## src/rtl/ne_window_detector.sv

```systemverilog
// Sums nonlinear-energy samples over fixed 2**WIN_LOG2-sample windows, compares each
// window sum to a runtime threshold and flags CONSEC_N consecutive above-threshold windows.
module ne_window_detector #(
    parameter  int DATA_WIDTH = 32,
    parameter  int WIN_LOG2   = 8,
    parameter  int CONSEC_N   = 3,
    localparam int SUM_W      = DATA_WIDTH + 1 + WIN_LOG2
) (
    input  logic                clk,
    input  logic                rst,
    input  logic [DATA_WIDTH:0] din,
    input  logic                din_valid,
    input  logic                clear,
    input  logic [SUM_W-1:0]    thresh,
    output logic [SUM_W-1:0]    win_sum,
    output logic                win_valid,
    output logic                above,
    output logic                detect
);

    localparam int CNT_W = $clog2(CONSEC_N + 1);

    typedef enum logic {
        ST_IDLE,
        ST_DETECT
    } state_e;

    state_e              state_q,     state_d;
    logic [SUM_W-1:0]    acc_q,       acc_d;
    logic [WIN_LOG2-1:0] samp_cnt_q,  samp_cnt_d;
    logic [CNT_W-1:0]    run_cnt_q,   run_cnt_d;
    logic [SUM_W-1:0]    win_sum_q,   win_sum_d;
    logic                win_valid_q, win_valid_d;
    logic                above_q,     above_d;

    logic [SUM_W-1:0]    din_ext;
    logic [SUM_W-1:0]    win_total;
    logic                win_above;
    logic                last_samp;
    logic [CNT_W-1:0]    run_inc;

    // SUM_W is exact for a full window, so plain wrap-free addition suffices.
    assign din_ext   = {{WIN_LOG2{din[DATA_WIDTH]}}, din};
    assign win_total = acc_q + din_ext;
    assign win_above = $signed(win_total) > $signed(thresh);
    assign last_samp = &samp_cnt_q;
    assign run_inc   = (run_cnt_q == CNT_W'(CONSEC_N)) ? run_cnt_q : run_cnt_q + CNT_W'(1);

    always_comb begin
        // NOTE: every next-state signal gets its hold value first so no path infers a latch.
        state_d     = state_q;
        acc_d       = acc_q;
        samp_cnt_d  = samp_cnt_q;
        run_cnt_d   = run_cnt_q;
        win_sum_d   = win_sum_q;
        win_valid_d = 1'b0;
        above_d     = above_q;

        if (clear) begin
            state_d    = ST_IDLE;
            acc_d      = '0;
            samp_cnt_d = '0;
            run_cnt_d  = '0;
            above_d    = 1'b0;
        end else if (din_valid) begin
            if (!last_samp) begin
                acc_d      = win_total;
                samp_cnt_d = samp_cnt_q + WIN_LOG2'(1);
            end else begin
                acc_d       = '0;
                samp_cnt_d  = '0;
                win_sum_d   = win_total;
                above_d     = win_above;
                win_valid_d = 1'b1;

                // Detector only advances when a window closes.
                unique case (state_q)
                    ST_IDLE: begin
                        if (win_above) begin
                            run_cnt_d = run_inc;
                            if (run_inc == CNT_W'(CONSEC_N)) state_d = ST_DETECT;
                        end else begin
                            run_cnt_d = '0;
                        end
                    end
                    ST_DETECT: begin
                        if (!win_above) begin
                            run_cnt_d = '0;
                            state_d   = ST_IDLE;
                        end
                    end
                    default: state_d = ST_IDLE;
                endcase
            end
        end
    end

    // NOTE: sequential state uses non-blocking assignments so all flops update together.
    always_ff @(posedge clk or negedge rst) begin
        if (!rst) begin
            state_q     <= ST_IDLE;
            acc_q       <= '0;
            samp_cnt_q  <= '0;
            run_cnt_q   <= '0;
            win_sum_q   <= '0;
            win_valid_q <= 1'b0;
            above_q     <= 1'b0;
        end else begin
            state_q     <= state_d;
            acc_q       <= acc_d;
            samp_cnt_q  <= samp_cnt_d;
            run_cnt_q   <= run_cnt_d;
            win_sum_q   <= win_sum_d;
            win_valid_q <= win_valid_d;
            above_q     <= above_d;
        end
    end

    assign win_sum   = win_sum_q;
    assign win_valid = win_valid_q;
    assign above     = above_q;
    assign detect    = (state_q == ST_DETECT);

endmodule

```

## config.mk

```make
export PLATFORM = sky130hd
export DESIGN_NAME = ne_window_detector
export DESIGN_NICKNAME = d
export VERILOG_FILES = /design/src/rtl/ne_window_detector.sv
export SDC_FILE = /design/constraint.sdc
export NUM_CORES = 1
export LEC_CHECK = 0
export CAP_MARGIN = 20
export CELL_PAD_IN_SITES_DETAIL_PLACEMENT = 1
export CELL_PAD_IN_SITES_GLOBAL_PLACEMENT = 1
export CORE_AREA = 2 2 112 169
export DETAILED_ROUTE_END_ITERATION = 12
export DIE_AREA = 0 0 114 171
export PLACE_DENSITY_LB_ADDON = 0.1
export SLEW_MARGIN = 20
export SYNTH_ARGS = -nofsm -noshare
export SYNTH_HDL_FRONTEND = slang
export SYNTH_SLANG_ARGS = --single-unit
```

## constraint.sdc

```tcl
create_clock -name clk -period 5.17 [get_ports clk]
set_input_delay 1.551 -clock clk [delete_from_list [all_inputs] [get_ports clk]]
set_output_delay 1.551 -clock clk [all_outputs]
set_load 0.02 [all_outputs]
```

# == Yosys cells after proc, flatten, opt, wreduce, memory -nomap -nowiden ==
# Index checks and enable logic that the tools add are counted.
# totals
regBits,95
inputBits,78
output_inout_bits,44
elab_cells,48
# op_classes
add_sub_neg,3
n_lt_le_gt_ge,1
eq_ne,3
n_mux,26
bitwise_logic,2
reduce_logical,6
# op_table
op,count
2-to-1 mux 41 bit,3
adder 41 bit,1
greater-than comparator 41 bit,1
2-to-1 mux 8 bit,3
2-to-1 mux 1 bit,12
2-to-1 mux 2 bit,6
AND reduction 10 bit,1
adder 8 x 1 -> 8 bit (second input constant),1
AND reduction 8 bit,1
== test 2 bit (second input constant),2
one-hot mux 2 bit (2 select lines),1
nonzero test 2 bit,2
!= test 3 bit (second input constant),1
AND reduction 3 bit,1
adder 2 x 1 -> 2 bit (second input constant),1
inverter 1 bit,2
one-hot mux 1 bit (2 select lines),1
AND reduction 2 bit,1

# == Depth between registers and ports, before layout ==
# depth
word_depth,9
ltp_mapped,19
ltp_nobuf,19

# == Worst setup path after synthesis ==
# Ideal clock, no wire load.
# synth_timing
path_kind,input to register
from,input din[0]
to,register above_q (netlist: above)
setup_ns,0.127
arrival_time_ns,4.841
t_required_ns,5.043
path_slack_ns,0.201
stages,17
path_buffers,0
path_cell_list,ha_1 > fa_1 > a21o_1 > a31oi_1 > nor3_2 > nor3_2 > nor2_1 > a21o_1 > a211oi_1 > inv_1 > ha_1 > nand4_1 > nor2_1 > nand2_1 > or4_1 > a31oi_1 > nor2_1
# synth_via
elab_chain_cells,5
# synth_lines
item,line,source
"start, declared",11,"input logic [DATA_WIDTH:0] din,"
adder 41 bit,44,assign win_total = acc_q + din_ext;
named net win_total[38],37,logic [SUM_W-1:0] win_total;
greater-than comparator 41 bit,45,assign win_above = $signed(win_total) > $signed(thresh);
2-to-1 mux 1 bit,66,if (!last_samp) begin
2-to-1 mux 1 bit,65,end else if (din_valid) begin
2-to-1 mux 1 bit,59,if (clear) begin
"end signal, assigned",115,above_q <= above_d;
"end, declared",34,"logic above_q, above_d;"
# The timed path passes the listed nets, and every way through them passes these cells. The select of a mux whose other input is x is not followed.
# A chain may end at the register's enable or synchronous reset.

# == Worst setup path after layout ==
# layout_timing
from,input din[24]
to,register state_q (netlist: detect)
# layout_via
elab_chain_cells,7
word_cells_on_any_way,8
classes_between,add/sub: 1; order compare: 1; mux: 6
# layout_lines
item,line,source
adder 41 bit *,44,
named net win_total[34],37,
greater-than comparator 41 bit *,45,
"2-to-1 mux 1 bit, on equally long branches","87, 79",
one-hot mux 1 bit (2 select lines) *,77,unique case (state_q)
2-to-1 mux 1 bit *,66,
2-to-1 mux 1 bit *,65,
2-to-1 mux 1 bit *,59,
"end signal, assigned",109,state_q <= state_d;
"end, declared",28,"state_e state_q, state_d;"
# Mark *: on every way through the listed nets, which the timed path passes. The rest lies on a longest branch. The select of a mux whose other input is x is not followed.

==> summary.txt <==
Global routing
  • Largest net degree at the start of global routing: 71
  • First-pass GRT wire length: 45.26 mm
  • Overall Global Routing Usage: 29.77%
  • Met2 Track Usage GR: 57.74%
  • Vias in the first global route: 8791
  • M3 GR Usage: 3.684%
  • Gr ovfl total: 0
  • Gr busiest metal: met2
  • Grt met1 use: 31.24%
  • Initial antenna violation count: 0

Timing
  • Final setup margin: 1.742 ps
  • Ratio of final minimum period to clock period: 99.97%
  • Final Skew: 9.151 ps
  • Peak Freq: 193.5 MHz
  • WHS: 481.4 ps
  • Clock period minus worst slack: 5168 ps
  • Worst Tran Pin Value: 911.6 ps
  • Max-slew headroom: 39.23%
  • Endpoints failing hold: 0
  • Max-slew violation count: 0
  • Final setup fails: 0

Clock network
  • Hold Buf Count CTS: 0
  • CTS tree: built
  • Clock-pin slew on the worst setup and hold paths: 70 ps
  • Clk sinks: 95
  • Clk_lat worst skew: 360 ps
  • Max clock buf depth: 2
  • Clock root buffer: clkbuf_16
  • H-tree depth: 3
  • TritonCTS Buffers: 9

Cells and area
  • Share of cells above drive strength 1: 32.68%
  • ANT cells: 0
  • Synthesis-to-finish area growth: 57.26%
  • Post-layout nets: 1325
  • Commonest non-fill, non-tap cells in the layout: buf_4, nand2_1, clkdlybuf4s50_1
  • Most common cell after layout, fill and taps aside: buf_4
  • Util after Layout: 63.03%

Yosys
  • Most used flip-flop cell after synthesis: dfrtp_1
  • Synth unique cells: 63
  • Synth Cell Area: 0.007281 mm^2
  • Avg Inst Size Synth: 8.657 um^2
  • Cell taking the most area after synthesis: dfrtp_1
  • Synth Area in Compound Gates: 24.49%
  • Largest family of logic cells by synthesized area: compound AO/OA/AOI/OAI gates
  • Cells after Synth: 841
  • FFs w/ async S/R, synth: 100.0%
  • Simple-gate area share of the yosys netlist: 16.53%
  • Adder-Cell Fraction of Synth Area: 14.37%
  • Area contributors post-synth: dfrtp_1, ha_1, nand2_1
  • Post-synthesis sequential area ratio: 32.65%
  • Yosys reg bits: 95
  • XOR/XNOR Fraction of Synth Area: 4.571%
  • Post-synth top area share: 32.65%
  • Post-synth EDFFs: 0
  • Yosys synthesis warning count: 0
  • Net Count, Synth: 1002
  • Mux cell area share after synthesis: 2.647%

Place
  • Port bufs: 121
  • HPWL Detailed: 21.82 mm
  • Dpl ws: -818.0 ps
  • RD Place Congestion: 0.9031

Hold path
  • Worst hold path type: reg2reg

Routing
  • First-iteration detailed-routing DRC count: 340
  • Vias: 8017
  • DRC: 0
  • Drt pass-1 iters: 5
  • Vias per inst: 5.772
  • Final wirelength: 30.85 mm
  • WL per Instance: 22.21 um
  • Post-route ant nets: 0

Setup path
  • Last element of the critical path: detect$_DFFE_PN0P_
  • Critical Path Source Type: input pin
  • CP Data Required Time: 5420 ps
  • Critical path class: in2reg
  • Worst Path Arrival: 5420 ps
  • Path depth of the worst reg2reg path: 21
  • CP Capture Type: flip-flop
  • FF-to-FF End: detect$_DFFE_PN0P_
  • Reg2reg setup slack: 950 ps
  • Worst Path Max Fanout: 4
  • Worst r2r src: acc_q[0]$_DFFE_PN0P_
  • CP Launch Point: din[24]

Run
  • Max cap viols: 0

Pwr
  • Tot Pwr: 3.755 mW
  • Max rail drop VDD: 0.0002327 V
  • Cell Pwr Density: 327.9 mW/mm^2
  • Leakage: 5.707 nW

Floorplan
  • # IOs: 122
  • Core area: 0.01816 mm^2
  • Die area: 0.01949 mm^2
  • Die height: 171 um
  • Initial Util: 40.08%
  • Std cell rows: 61
  • Die width: 114 um

Run status
  • Status: complete, no violations
==> worst min-delay path by stage <==
stage                                        from                       to  cells after the start
final                      win_sum[9]$_DFFE_PN0P_   win_sum[9]$_DFFE_PN0P_                      2
after global routing       win_sum[8]$_DFFE_PN0P_   win_sum[8]$_DFFE_PN0P_                      2
after floorplan              acc_q[0]$_DFFE_PN0P_     acc_q[0]$_DFFE_PN0P_                      2
after detailed placement   win_sum[4]$_DFFE_PN0P_   win_sum[4]$_DFFE_PN0P_                      2
after CTS                  win_sum[4]$_DFFE_PN0P_   win_sum[4]$_DFFE_PN0P_                      2
after global placement    win_sum[24]$_DFFE_PN0P_  win_sum[24]$_DFFE_PN0P_                      2
==> kinds of logic after synthesis <==
kind of cell	count (synthesis)
adder cells (fa/ha/maj)	83
buffers and inverters	87
multiplexers	17
XOR/XNOR	38
AND/OR/NAND/NOR	263
flip-flops	95
AO/OA/AOI/OAI	258
==> critical path: stages <==
cell and delay, ps:
clkdlybuf4s50_1 490, ha_4 210, a21o_1 190, a311oi_2 350, o21bai_1 100, a21o_1 240
a21o_4 250, a31oi_4 210, xnor2_2 130, ha_1 280, a21o_1 200, a21oi_2 140
o21ai_1 90, o21a_1 160, nor4_2 330, a22oi_2 130, buf_4 160, a31oi_4 150
nor2_1 60
==> through the flow <==
step | std cells | TNS [ps] | cell area [um^2]
floorplan | 841 | 0 | 7281
global placement | 1339 | -2759 | 10060
detailed placement | 1339 | -3227 | 10060
CTS | 1362 | 0 | 10740
global route | 1389 | -487.4 | 11450
finish | 1389 | 0 | 11450
==> what timing repair did <==
| item | CTS | global route |
|---|---|---|
| cloned | 0 | 0 |
| setup endpoints to repair | 4 | 4 |
| pin swaps | 43 | 82 |
| setup buffers | 7 | 28 |
| gates resized for setup | 82 | 111 |
==> where the power goes <==
part / internal [mW] / switching, mW / total [mW] / leakage [nW]
clock network: 0.339 / 0.305 / 0.644 / 0.132
registers: 0.797 / 0.0539 / 0.851 / 1.30
logic: 1.11 / 1.15 / 2.26 / 4.28
==> sequential cells by signal (all words and copies together), names as in the netlist <==
| register | count |
|---|---|
| win_sum | 41 |
| above | 1 |
| acc_q | 41 |
| samp_cnt_q | 8 |
| win_valid | 1 |
| run_cnt_q | 2 |
| detect | 1 |
==> cell usage after synthesis, drive strengths merged, types with 5 or more instances <==
library cell	n
a211oi	8
o211ai	9
nand3	11
inv	54
o21bai	7
nand2b	6
nand4	21
a311oi	5
nor3	8
a22o	35
nor2	52
a31oi	6
a21oi	57
and3	6
ha	82
clkbuf	22
dfrtp	95
nand2	129
xor2	17
o31ai	6
buf	11
a21o	36
o21ai	45
xnor2	21
o21a	13
o22ai	5
a21boi	5
mux2	15
==> metal layers <==
metal	share of wire [%]	vias to the layer above
met4	5.5	0
met3	2.9	102
li1	-	3685
met2	55	221
met1	37	4009
met5	0	-
==> layout make-up <==
type / instances / area [um^2]
repair buffers: 345 / 2953
flip-flops and latches: 95 / 2377
fillers: 2051 / 6715
clock buffers: 11 / 242.7
clock inverters: 5 / 33.78
multi-input cells: 659 / 5365
inverters: 54 / 202.7
well taps: 220 / 275.3
(Power assumes the default switching activity.)
